**config.mk**
```make
export PLATFORM = sky130hd
export DESIGN_NAME = lsu_sram_bridge
export DESIGN_NICKNAME = d
export VERILOG_FILES = /design/src/rtl/lsu_bus_pkg.sv /design/src/rtl/lsu_rsp_pipe.sv /design/src/rtl/lsu_sram_bridge.sv
export SDC_FILE = /design/constraint.sdc
export NUM_CORES = 1
export LEC_CHECK = 0
export BUFFER_PORTS_ARGS = -buffer_cell sky130_fd_sc_hd__buf_2
export CORE_AREA = 2 2 76 78
export DETAILED_ROUTE_END_ITERATION = 10
export DIE_AREA = 0 0 78 80
export GPL_TIMING_DRIVEN = 0
export PLACE_DENSITY_LB_ADDON = 0.08
export REMOVE_ABC_BUFFERS = 1
export SLEW_MARGIN = 20
export SYNTH_ARGS = -nofsm -noshare
export SYNTH_HDL_FRONTEND = slang
export SYNTH_SLANG_ARGS = --single-unit
```
**constraint.sdc**
```tcl
create_clock -name clk_i -period 3.1 [get_ports clk_i]
set_input_delay 0.31 -clock clk_i [delete_from_list [all_inputs] [get_ports clk_i]]
set_output_delay 0.31 -clock clk_i [all_outputs]
set_load 0.005 [all_outputs]
```
**src/rtl/lsu_bus_pkg.sv**
```systemverilog
// lsu_bus_pkg
//   Shared types, defaults and helpers for the LSU-to-SRAM bridge.
//   rsp_meta_t    : per-grant response metadata carried down the response pipe
//   MEM_*_DEFAULT : default SRAM window placement
//   addr_in_range : window check done in 32-bit unsigned arithmetic
package lsu_bus_pkg;

  typedef struct packed {
    logic err;
    logic we;
  } rsp_meta_t;

  localparam logic [31:0] MEM_BASE_DEFAULT = 32'h0001_0000;
  localparam int unsigned MEM_SIZE_DEFAULT = 65536;

  // Subtracting first lets addresses below the base wrap to huge offsets,
  // so a single unsigned compare rejects both sides of the window.
  function automatic logic addr_in_range(input logic [31:0] addr,
                                         input logic [31:0] base,
                                         input logic [31:0] size);
    logic [31:0] offset;
    offset = addr - base;
    return offset < size;
  endfunction

endpackage

```
**src/rtl/lsu_rsp_pipe.sv**
```systemverilog
// lsu_rsp_pipe
//   Fixed-depth shift register that delays each grant's valid flag and
//   response metadata so they emerge together with the SRAM read data.
//   clk_i, rst_ni : clock, asynchronous active-low reset (clears all stages)
//   valid_i/meta_i: grant strobe and its metadata entering stage 1
//   valid_o/meta_o: contents of the final stage (Depth cycles later)
module lsu_rsp_pipe
  import lsu_bus_pkg::*;
#(
  parameter int unsigned Depth = 1
) (
  input  logic                         clk_i,
  input  logic                         rst_ni,
  input  logic                         valid_i,
  input  logic [$bits(rsp_meta_t)-1:0] meta_i,
  output logic                         valid_o,
  output logic [$bits(rsp_meta_t)-1:0] meta_o
);

  localparam int unsigned MetaW = $bits(rsp_meta_t);

  logic [Depth-1:0]            valid_q;
  logic [Depth-1:0][MetaW-1:0] meta_q;

  always_ff @(posedge clk_i or negedge rst_ni) begin
    if (!rst_ni) begin
      valid_q <= '0;
      meta_q  <= '0;
    end else begin
      valid_q[0] <= valid_i;
      meta_q[0]  <= meta_i;
      for (int i = 1; i < int'(Depth); i++) begin
        valid_q[i] <= valid_q[i-1];
        meta_q[i]  <= meta_q[i-1];
      end
    end
  end

  assign valid_o = valid_q[Depth-1];
  assign meta_o  = meta_q[Depth-1];

endmodule

```
**src/rtl/lsu_sram_bridge.sv**
```systemverilog
// lsu_sram_bridge
//   Terminates the LSU req/gnt/rvalid data protocol onto a single-port SRAM
//   sitting behind an external arbiter. Out-of-window accesses are granted
//   locally, never reach the SRAM, and answer in order with an error.
//   clk_i, rst_ni        : clock, asynchronous active-low reset
//   data_*               : LSU side (req/gnt handshake, in-order rvalid/err/rdata)
//   mem_*                : SRAM side (req/ready handshake, fixed read latency)
//   outstanding_o/busy_o : granted-but-unanswered access count and its nonzero flag
module lsu_sram_bridge
  import lsu_bus_pkg::*;
#(
  parameter logic [31:0] MemBase        = MEM_BASE_DEFAULT,
  parameter int unsigned MemSizeBytes   = MEM_SIZE_DEFAULT,
  parameter int unsigned RdLatency      = 1,
  parameter int unsigned MaxOutstanding = 2,
  localparam int unsigned AW            = $clog2(MemSizeBytes) - 2
) (
  input  logic          clk_i,
  input  logic          rst_ni,
  input  logic          data_req_i,
  output logic          data_gnt_o,
  output logic          data_rvalid_o,
  output logic          data_err_o,
  input  logic [31:0]   data_addr_i,
  input  logic          data_we_i,
  input  logic [3:0]    data_be_i,
  input  logic [31:0]   data_wdata_i,
  output logic [31:0]   data_rdata_o,
  output logic          mem_req_o,
  input  logic          mem_ready_i,
  output logic          mem_we_o,
  output logic [3:0]    mem_be_o,
  output logic [AW-1:0] mem_addr_o,
  output logic [31:0]   mem_wdata_o,
  input  logic [31:0]   mem_rdata_i,
  output logic [2:0]    outstanding_o,
  output logic          busy_o
);

  logic [31:0] offset;
  logic        in_range;
  logic        credit;
  logic        grant;
  logic        retire;
  logic        unused_offset;
  rsp_meta_t   meta_in;
  rsp_meta_t   meta_out;
  logic [2:0]  outstanding_d, outstanding_q;

  assign offset        = data_addr_i - MemBase;
  assign in_range      = addr_in_range(data_addr_i, MemBase, 32'(MemSizeBytes));
  assign unused_offset = ^{offset[1:0], offset[31:AW+2]};

  // A response leaving the pipe this cycle frees its slot immediately, so a
  // full bridge can still accept a new access in the same cycle.
  assign credit = (outstanding_q < 3'(MaxOutstanding)) | retire;

  // Outputs are held low while reset is asserted, including the
  // combinational handshake and pass-through paths.
  assign grant       = rst_ni & data_req_i & credit & (mem_ready_i | ~in_range);
  assign data_gnt_o  = grant;
  assign mem_req_o   = rst_ni & data_req_i & in_range & credit;
  assign mem_we_o    = rst_ni & data_we_i;
  assign mem_be_o    = {4{rst_ni}} & data_be_i;
  assign mem_addr_o  = {AW{rst_ni}} & offset[AW+1:2];
  assign mem_wdata_o = {32{rst_ni}} & data_wdata_i;

  assign meta_in = '{err: ~in_range, we: data_we_i};

  lsu_rsp_pipe #(
    .Depth (RdLatency)
  ) u_rsp_pipe (
    .clk_i   (clk_i),
    .rst_ni  (rst_ni),
    .valid_i (grant),
    .meta_i  (meta_in),
    .valid_o (retire),
    .meta_o  (meta_out)
  );

  // Only a legal read returns SRAM data; writes and errors answer with zero.
  assign data_rvalid_o = retire;
  assign data_err_o    = retire & meta_out.err;
  assign data_rdata_o  = (retire & ~meta_out.err & ~meta_out.we) ? mem_rdata_i : 32'h0;

  always_comb begin
    outstanding_d = outstanding_q;
    if (grant & ~retire) begin
      outstanding_d = outstanding_q + 3'd1;
    end else if (~grant & retire) begin
      outstanding_d = outstanding_q - 3'd1;
    end
  end

  always_ff @(posedge clk_i or negedge rst_ni) begin
    if (!rst_ni) begin
      outstanding_q <= 3'd0;
    end else begin
      outstanding_q <= outstanding_d;
    end
  end

  assign outstanding_o = outstanding_q;
  assign busy_o        = (outstanding_q != 3'd0);

  no_underflow: assert property (@(posedge clk_i) disable iff (!rst_ni)
    !(retire && !grant && outstanding_q == 3'd0));

  no_overflow: assert property (@(posedge clk_i) disable iff (!rst_ni)
    outstanding_q <= 3'(MaxOutstanding));

endmodule

```
# After elaboration in Yosys (flattened, before gate mapping)
# Cells that the tools add are included.
dict set report op_classes {
  n_addsub 3
  reduce_logical 2
  n_eq_ne 0
  muxes 3
  magnitude_cmp 2
  multipliers 0
  shift 0
  n_div 0
  bitwise 21
}
# operator count
set op_table {}
lappend op_table {{$and A32 B32 Y32} 1}
lappend op_table {{$lt A32 B17 Y1 const B} 1}
lappend op_table {{$mux W32} 1}
lappend op_table {{$sub A32 B17 Y32 const B} 1}
lappend op_table {{$and A14 B14 Y14} 1}
lappend op_table {{$and A1 B1 Y1} 11}
lappend op_table {{$mux W3} 2}
lappend op_table {{$not A1 Y1} 5}
lappend op_table {{$and A4 B4 Y4} 1}
lappend op_table {{$add A3 B1 Y3 const B} 1}
lappend op_table {{$lt A3 B2 Y1 const B} 1}
lappend op_table {{$reduce_bool A3 Y1} 1}
lappend op_table {{$sub A3 B1 Y3 const B} 1}
lappend op_table {{$or A1 B1 Y1} 2}
lappend op_table {{$reduce_bool A2 Y1} 1}
dict set report word_totals {
  regBits 6
  latch_bits 0
  input_bits 105
  n_memories 0
  rom_bits 0
  out_inout_bits 91
  ramBits 0
  wordCells 34
}

# Logic depth before layout (Yosys ltp)
# Gate-level depths: netlist of run 1.
dict set report logic_depth {
  word_depth 9
  depth_mapped 9
  mapped_depth_nobuf 9
}

# By module
# A second synthesis of run 1 with hierarchy kept.
dict set report unflattened {
  cells_unflattened 118
  hier_area_um2 877.1
}
# mod n_inst area_each_um2 cells_per_inst seq_area_each_um2
set by_module_without_submodules {}
lappend by_module_without_submodules {lsu_sram_bridge 1 802.0 115 75.1}
lappend by_module_without_submodules {lsu_rsp_pipe 1 75.1 3 75.1}

# Least setup slack after synthesis of run 1
# OpenSTA, ideal clock, no wires.
dict set report synth_timing {
  kind {input port to flip-flop}
  from {in data_addr_i[18]}
  to {reg outstanding_q[1], in the netlist outstanding_o[1]}
  path_buffers 0
  setup_ns 0.125
  arrival_ns 1.887
  required_time_ns 2.975
  path_stages 7
  setup_slack_ns 1.088
  path_cell_list {nor4b_1 nand4_1 o21ba_1 ha_1 inv_1 fa_1 mux2_2}
}
# item line
set synth_rtl {}
lappend synth_rtl {{from (decl)} lsu_sram_bridge.sv:24} ;# input logic [31:0] data_addr_i,
lappend synth_rtl {{to (signal assigned)} lsu_sram_bridge.sv:99} ;# outstanding_q <= outstanding_d;
lappend synth_rtl {{to (decl)} lsu_sram_bridge.sv:48} ;# logic [2:0] outstanding_d, outstanding_q;

# Worst setup path after layout of run 1
dict set report layout_timing {
  from {in rst_ni}
  to {reg outstanding_q[2], in the netlist outstanding_o[2]}
}
dict set report layout_via {
  elab_chain_cells 6
  elab_cells_between_ends 8
  cone_classes {1 x mux; 6 x bitwise; 1 x reduce/logical}
}
# item line
set layout_lines {}
lappend layout_lines {{from (decl)} lsu_sram_bridge.sv:19} ;# input logic rst_ni,
lappend layout_lines {{$and A1 B1 Y1 * (3 in a row)} lsu_sram_bridge.sv:60} ;# assign grant = rst_ni & data_req_i & credit & (mem_ready_i | ~in_range);
lappend layout_lines {{$not A1 Y1} lsu_sram_bridge.sv:90} ;# end else if (~grant & retire) begin
lappend layout_lines {{$and A1 B1 Y1} lsu_sram_bridge.sv:90}
lappend layout_lines {{$reduce_bool A2 Y1 (no line)} --}
# Mark *: on every way between the ends. The rest lies on a longest branch, timed or not.
# A chain may end at the register's enable or synchronous reset.

==> flow_summary.json, run 1 <==
{
  "post-place-ws_ns": 0.5231,
  "min_period_over_period_pct": 75.07,
  "wire_per_inst_um": 12.44,
  "max_cap_viol_count": 0,
  "antennaDiodeCount": 0,
  "fin_nets": 415,
  "coreArea_um2": 5405,
  "insertion_delay_ns": 0.22,
  "critPathKind": "in2reg",
  "area_growth_pct": 121.3,
  "clockBufferDepth": 2,
  "cts_sinks": 6,
  "syn_inst": 118,
  "synth-main-ff-cell": "dfrtp_1",
  "setup_ws_ns": 0.7729,
  "ir_worst_vdd_v": 0.0001145,
  "ys_seq_elements": 6,
  "row_count": 27,
  "final.setup.tns_ns": 0,
  "synth_area_per_cell_um2": 7.433,
  "cts_tree": "built",
  "netlist_area_um2": 877.1,
  "antenna_found_initial": 1,
  "timing.fmax_mhz": 429.7,
  "async_flop_share_pct": 100.0,
  "grt_max_degree": 59,
  "seqCellArea_um2": 150.1,
  "skew_ns": 0.002926,
  "path_clk_slew_ns": 0.04,
  "cp_max_fo": 58,
  "final.fill_count": 611,
  "vias_per_cell": 3.659,
  "cp-start-kind": "input pin",
  "die-area_um2": 6240,
  "post-cts-setup-buffer-count": 0,
  "ant_nets": 0,
  "cts_resized": 0,
  "yosysTopAreaCell": "and2_1",
  "die_w_um": 78,
  "wl_mm": 4.702,
  "synth-edff-count": 0,
  "cts-buffers-inserted": 3,
  "yosysSeqAreaShare_pct": 17.12,
  "place_congestion": 0.8157,
  "dp_hpwl_mm": 4.087,
  "tightest_slew_ns": 0.7995,
  "required_ns": 3.24,
  "status": "finished, final reports clean",
  "track_usage_pct": 13.48,
  "cts-root-buf": "clkbuf_8",
  "multi_input_area_um2": 685.7,
  "period_minus_slack_ns": 2.327,
  "layout-drive-gt1-share_pct": 66.34,
  "ctsHoldBuffers": 0,
  "synth_most_common_cell": "and2_1",
  "p_leak_nw": 1.216,
  "gr-total-overflow": 0,
  "drv_slew": 0,
  "grt_pass1_vias": 1183,
  "ys_types": 20,
  "yosysWarnings": 0,
  "drc": 0,
  "drt_iter0_drc": 28,
  "numPortBuffers": 193,
  "synth_top_cells_by_count": "and2_1 (80), dfrtp_1 (6), clkbuf_1 (5)",
  "power.density_nw_per_um2": 169.5,
  "rsz0062_at_grt": "false",
  "worstSetupEndpointType": "register",
  "finalHoldViolCount": 0,
  "finalSetupViolations": 0,
  "dpl-instance-area_um2": 1899,
  "fp.dieH_um": 80,
  "critical_path_arrival_ns": 2.47,
  "grt_pass1_wl_mm": 6.499,
  "fin_area_um2": 1941,
  "io_pins": 196,
  "relSlewSlack_pct": 46.52,
  "h-tree-depth": 1,
  "vias": 1383,
  "synth_top_area_share_pct": 57.06,
  "synth_area_leaders": "and2_1 (57%), dfrtp_1 (17%), and2_2 (3.4%)",
  "hp-class": "in2async",
  "start_util_pct": 16.23,
  "dr.pass1.iters": 2
}
## metal layers
| metal | vias up | part of all wire [%] | global-route usage (%) |
|---|---|---|---|
| met5 | - | 0.28 | 0 |
| met4 | 2 | 0.98 | 3.684 |
| met3 | 6 | 12 | 5.204 |
| met2 | 80 | 51 | 24.74 |
| met1 | 555 | 37 | 14.37 |
| li1 | 740 | - | - |
## area by class of cell
class / instances / share of cell area, %
Multi-Input combinational cell: 102 / 35.33
Inverter: 2 / 0.3868
Clock buffer: 3 / 2.128
Timing Repair Buffer: 193 / 49.77
Tap cell: 72 / 4.642
Sequential cell: 6 / 7.737
## worst max-delay path, stage by stage
cell and delay, ns:
buf_2 0.57, o211ai_1 0.21, o21ba_1 0.32, ha_1 0.20
inv_1 0.06, fa_1 0.37, xor2_1 0.15, nor2_1 0.11
xor2_1 0.17
## cells by family (layout without fill, tap and decap cells)
| kind of cell | after synthesis | count (layout) | share of synthesized area (%) |
|---|---|---|---|
| AO/OA/AOI/OAI | 2 | 2 | 1.998 |
| XOR/XNOR | 3 | 3 | 2.996 |
| adder cells (fa/ha/maj) | 2 | 2 | 3.709 |
| buffers and inverters | 10 | 198 | 4.706 |
| flip-flops | 6 | 6 | 17.12 |
| multiplexers | 1 | 1 | 1.284 |
| AND/OR/NAND/NOR | 94 | 94 | 68.19 |
## state kept, by name, summed over array words and instances (netlist names)
register	cells
outstanding_o	3
u_rsp_pipe.meta_o	2
u_rsp_pipe.valid_o	1
## where the power goes
part	internal [mW]	switching (mW)	total, mW
Combinational	0.0833	0.0476	0.131
Clock	0.0835	0.0346	0.118
Sequential	0.0794	0.000544	0.0800
## metrics by stage
stage               cells  power, mW  hold slack (ns)  util [%]
finish                378     0.3290           0.1560     35.90
global route          378     0.3518           0.2095     35.90
CTS                   378     0.3347           0.1742     35.90
detailed placement    375     0.2137           0.4045     35.14
global placement      375     0.2136           0.4054     35.14
floorplan             110     0.1129          0.01441         -
## cell usage in the layout (no fill, tap or decap)
cell type and n:
xnor2_1 1, and2_1 80, nor2_1 3, o211ai_1 1, nor4b_1 1, o21ba_1 1
fa_1 1, xor2_1 2, ha_1 1, and2_2 4, buf_2 193, or3_1 1
inv_1 1, mux2_2 1, nor4_1 3, clkbuf_8 3, dfrtp_1 6, nor3_4 1
inv_2 1, nand4_1 1
## worst paths after layout
kind / slack [ns] / cells after the start / startpoint / endpoint
max: 0.77 / 9 / rst_ni / outstanding_o[2]
min: 0.16 / 1 / rst_ni / outstanding_o[2]
max in group asynchronous: 2.48 / 1 / rst_ni / u_rsp_pipe.meta_o[0]
min in group clk_i: 0.21 / 1 / data_we_i / u_rsp_pipe.meta_o[0]
max reg2reg: 1.01 / 9 / outstanding_o[1] / outstanding_o[2]
min reg2reg: 0.52 / 1 / outstanding_o[2] / outstanding_o[2]
No activity file was read; power rests on OpenSTA's default activity.
==> run 2, diff against run 1 <==
- clock period: 3.1 -> 1.9 ns (I/O delays scaled with it)
==> flow_summary.json, run 2 (synthesis results as in run 1) <==
{
  "die_w_um": 78,
  "drt_iter0_drc": 25,
  "wl_mm": 5.025,
  "relSlewSlack_pct": 49.21,
  "cp_max_fo": 4,
  "hp-class": "in2reg",
  "track_usage_pct": 14.62,
  "cp-start-kind": "register",
  "vias_per_cell": 3.694,
  "max_cap_viol_count": 0,
  "row_count": 27,
  "grt_pass1_vias": 1228,
  "wire_per_inst_um": 13.05,
  "antenna_found_initial": 1,
  "cts_sinks": 6,
  "rsz0062_at_grt": "true",
  "h-tree-depth": 1,
  "coreArea_um2": 5405,
  "layout-drive-gt1-share_pct": 68.05,
  "power.total_mw": 0.5410,
  "finalSetupViolations": 0,
  "cts-buffers-inserted": 3,
  "insertion_delay_ns": 0.22,
  "area_growth_pct": 131.0,
  "p_leak_nw": 1.250,
  "drc": 0,
  "fp.dieH_um": 80,
  "die-area_um2": 6240,
  "largest_register_ffs": 3,
  "timing.fmax_mhz": 537.9,
  "dr.pass1.iters": 2,
  "dp_hpwl_mm": 4.087,
  "drv_slew": 0,
  "min_period_over_period_pct": 97.84,
  "io_pins": 196,
  "grt_max_degree": 54,
  "cp_slowest_stage_delay_ns": 0.42,
  "cp_slowest_cell": "dfrtp_1",
  "start_util_pct": 16.23,
  "cts_tree": "built",
  "worstPathCellList": "o211ai_1, o21ba_4, ha_4, inv_2, fa_2, mux2_4",
  "critical_path_arrival_ns": 1.97,
  "place_congestion": 0.8157,
  "ir_worst_vdd_v": 0.0001799,
  "status": "finished, final reports clean",
  "cts-root-buf": "clkbuf_8",
  "grt_pass1_wl_mm": 6.969,
  "gr-total-overflow": 0,
  "vias": 1422,
  "antennaDiodeCount": 0,
  "postLayoutCoreUtil_pct": 37.48,
  "required_ns": 2.01,
  "skew_ns": 0.003364,
  "power.density_nw_per_um2": 267.0,
  "ant_nets": 0,
  "final_cell_mix": "buf_2 (192), and2_1 (80), buf_4 (6), dfrtp_1 (6), and2_2 (4)",
  "critPathKind": "reg2reg",
  "numPortBuffers": 193,
  "period_minus_slack_ns": 1.859,
  "tightest_slew_ns": 0.7578,
  "worstSetupEndpointType": "register",
  "final.fill_count": 606,
  "finalHoldViolCount": 0,
  "layout_commonest_cell": "buf_2",
  "clockBufferDepth": 2,
  "path_clk_slew_ns": 0.04,
  "fin_nets": 422
}
-- run 2: report_power, final --
part | switching (mW) | internal, mW | total [mW]
sequential | 0.00168 | 0.130 | 0.131
clock | 0.0573 | 0.136 | 0.194
combinational | 0.0782 | 0.138 | 0.216
-- run 2: worst paths after layout --
| kind | slack (ns) | cells after the start | to | from |
|---|---|---|---|---|
| max | 0.04 | 6 | outstanding_o[1] | u_rsp_pipe.valid_o |
| min | 0.09 | 1 | u_rsp_pipe.meta_o[0] | data_we_i |
| max reg2reg | 0.04 | 6 | outstanding_o[1] | u_rsp_pipe.valid_o |
| min reg2reg | 0.57 | 1 | outstanding_o[0] | outstanding_o[0] |
| max in group asynchronous | 0.99 | 2 | u_rsp_pipe.meta_o[0] | rst_ni |
| min in group asynchronous | 0.68 | 2 | outstanding_o[1] | rst_ni |
-- run 2: final cells by class --
| cell class | instances | area (um^2) | share of cell area [%] |
|---|---|---|---|
| Tap cell | 72 | 90.09 | 4.447 |
| Timing Repair Buffer | 199 | 1016 | 50.15 |
| Clock buffer | 3 | 41.29 | 2.038 |
| Inverter | 2 | 7.507 | 0.3706 |
| Sequential cell | 6 | 150.1 | 7.412 |
| Multi-Input combinational cell | 103 | 720.7 | 35.58 |
-- run 2: worst max-delay path: cells and delay by family (launching register included) --
kind,cells,cell delay (ns)
buf+inv,1,0.04
mux,1,0.27
flops,1,0.42
fa+ha+maj,2,0.57
compound gates,2,0.43
-- run 2: repair_timing --
action,4_1_cts,5_1_grt
gates resized for setup,6,2
setup buffers,3,2
pin swaps,6,4
hold endpoints to repair,6,0
endpoints found under the setup margin,34,18
hold buffers,1,0
gates cloned,1,0
-- run 2: metrics by stage --
stage	hold slack, ns	worst slack [ns]	instance area [um^2]	instances	TNS, ns
5_1_grt	0.08950	-0.1051	2026	385	-1.300
2_1_floorplan	-0.1056	-0.01842	843.3	110	-0.01842
4_1_cts	0.09012	-0.01428	2007	383	-0.01428
6_report	0.09023	0.04106	2026	385	0
3_5_place_dp	0.2845	-0.5569	1899	375	-1.078
3_3_place_gp	0.2854	-0.5451	1899	375	-1.011
-- run 2: layer usage --
layer,vias up,global-route usage (%),part of all wire (%)
met1,577,16.47,38
li1,757,-,-
met2,80,26.03,50
met5,-,0,0.26
met4,2,3.684,0.92
met3,6,5.430,11
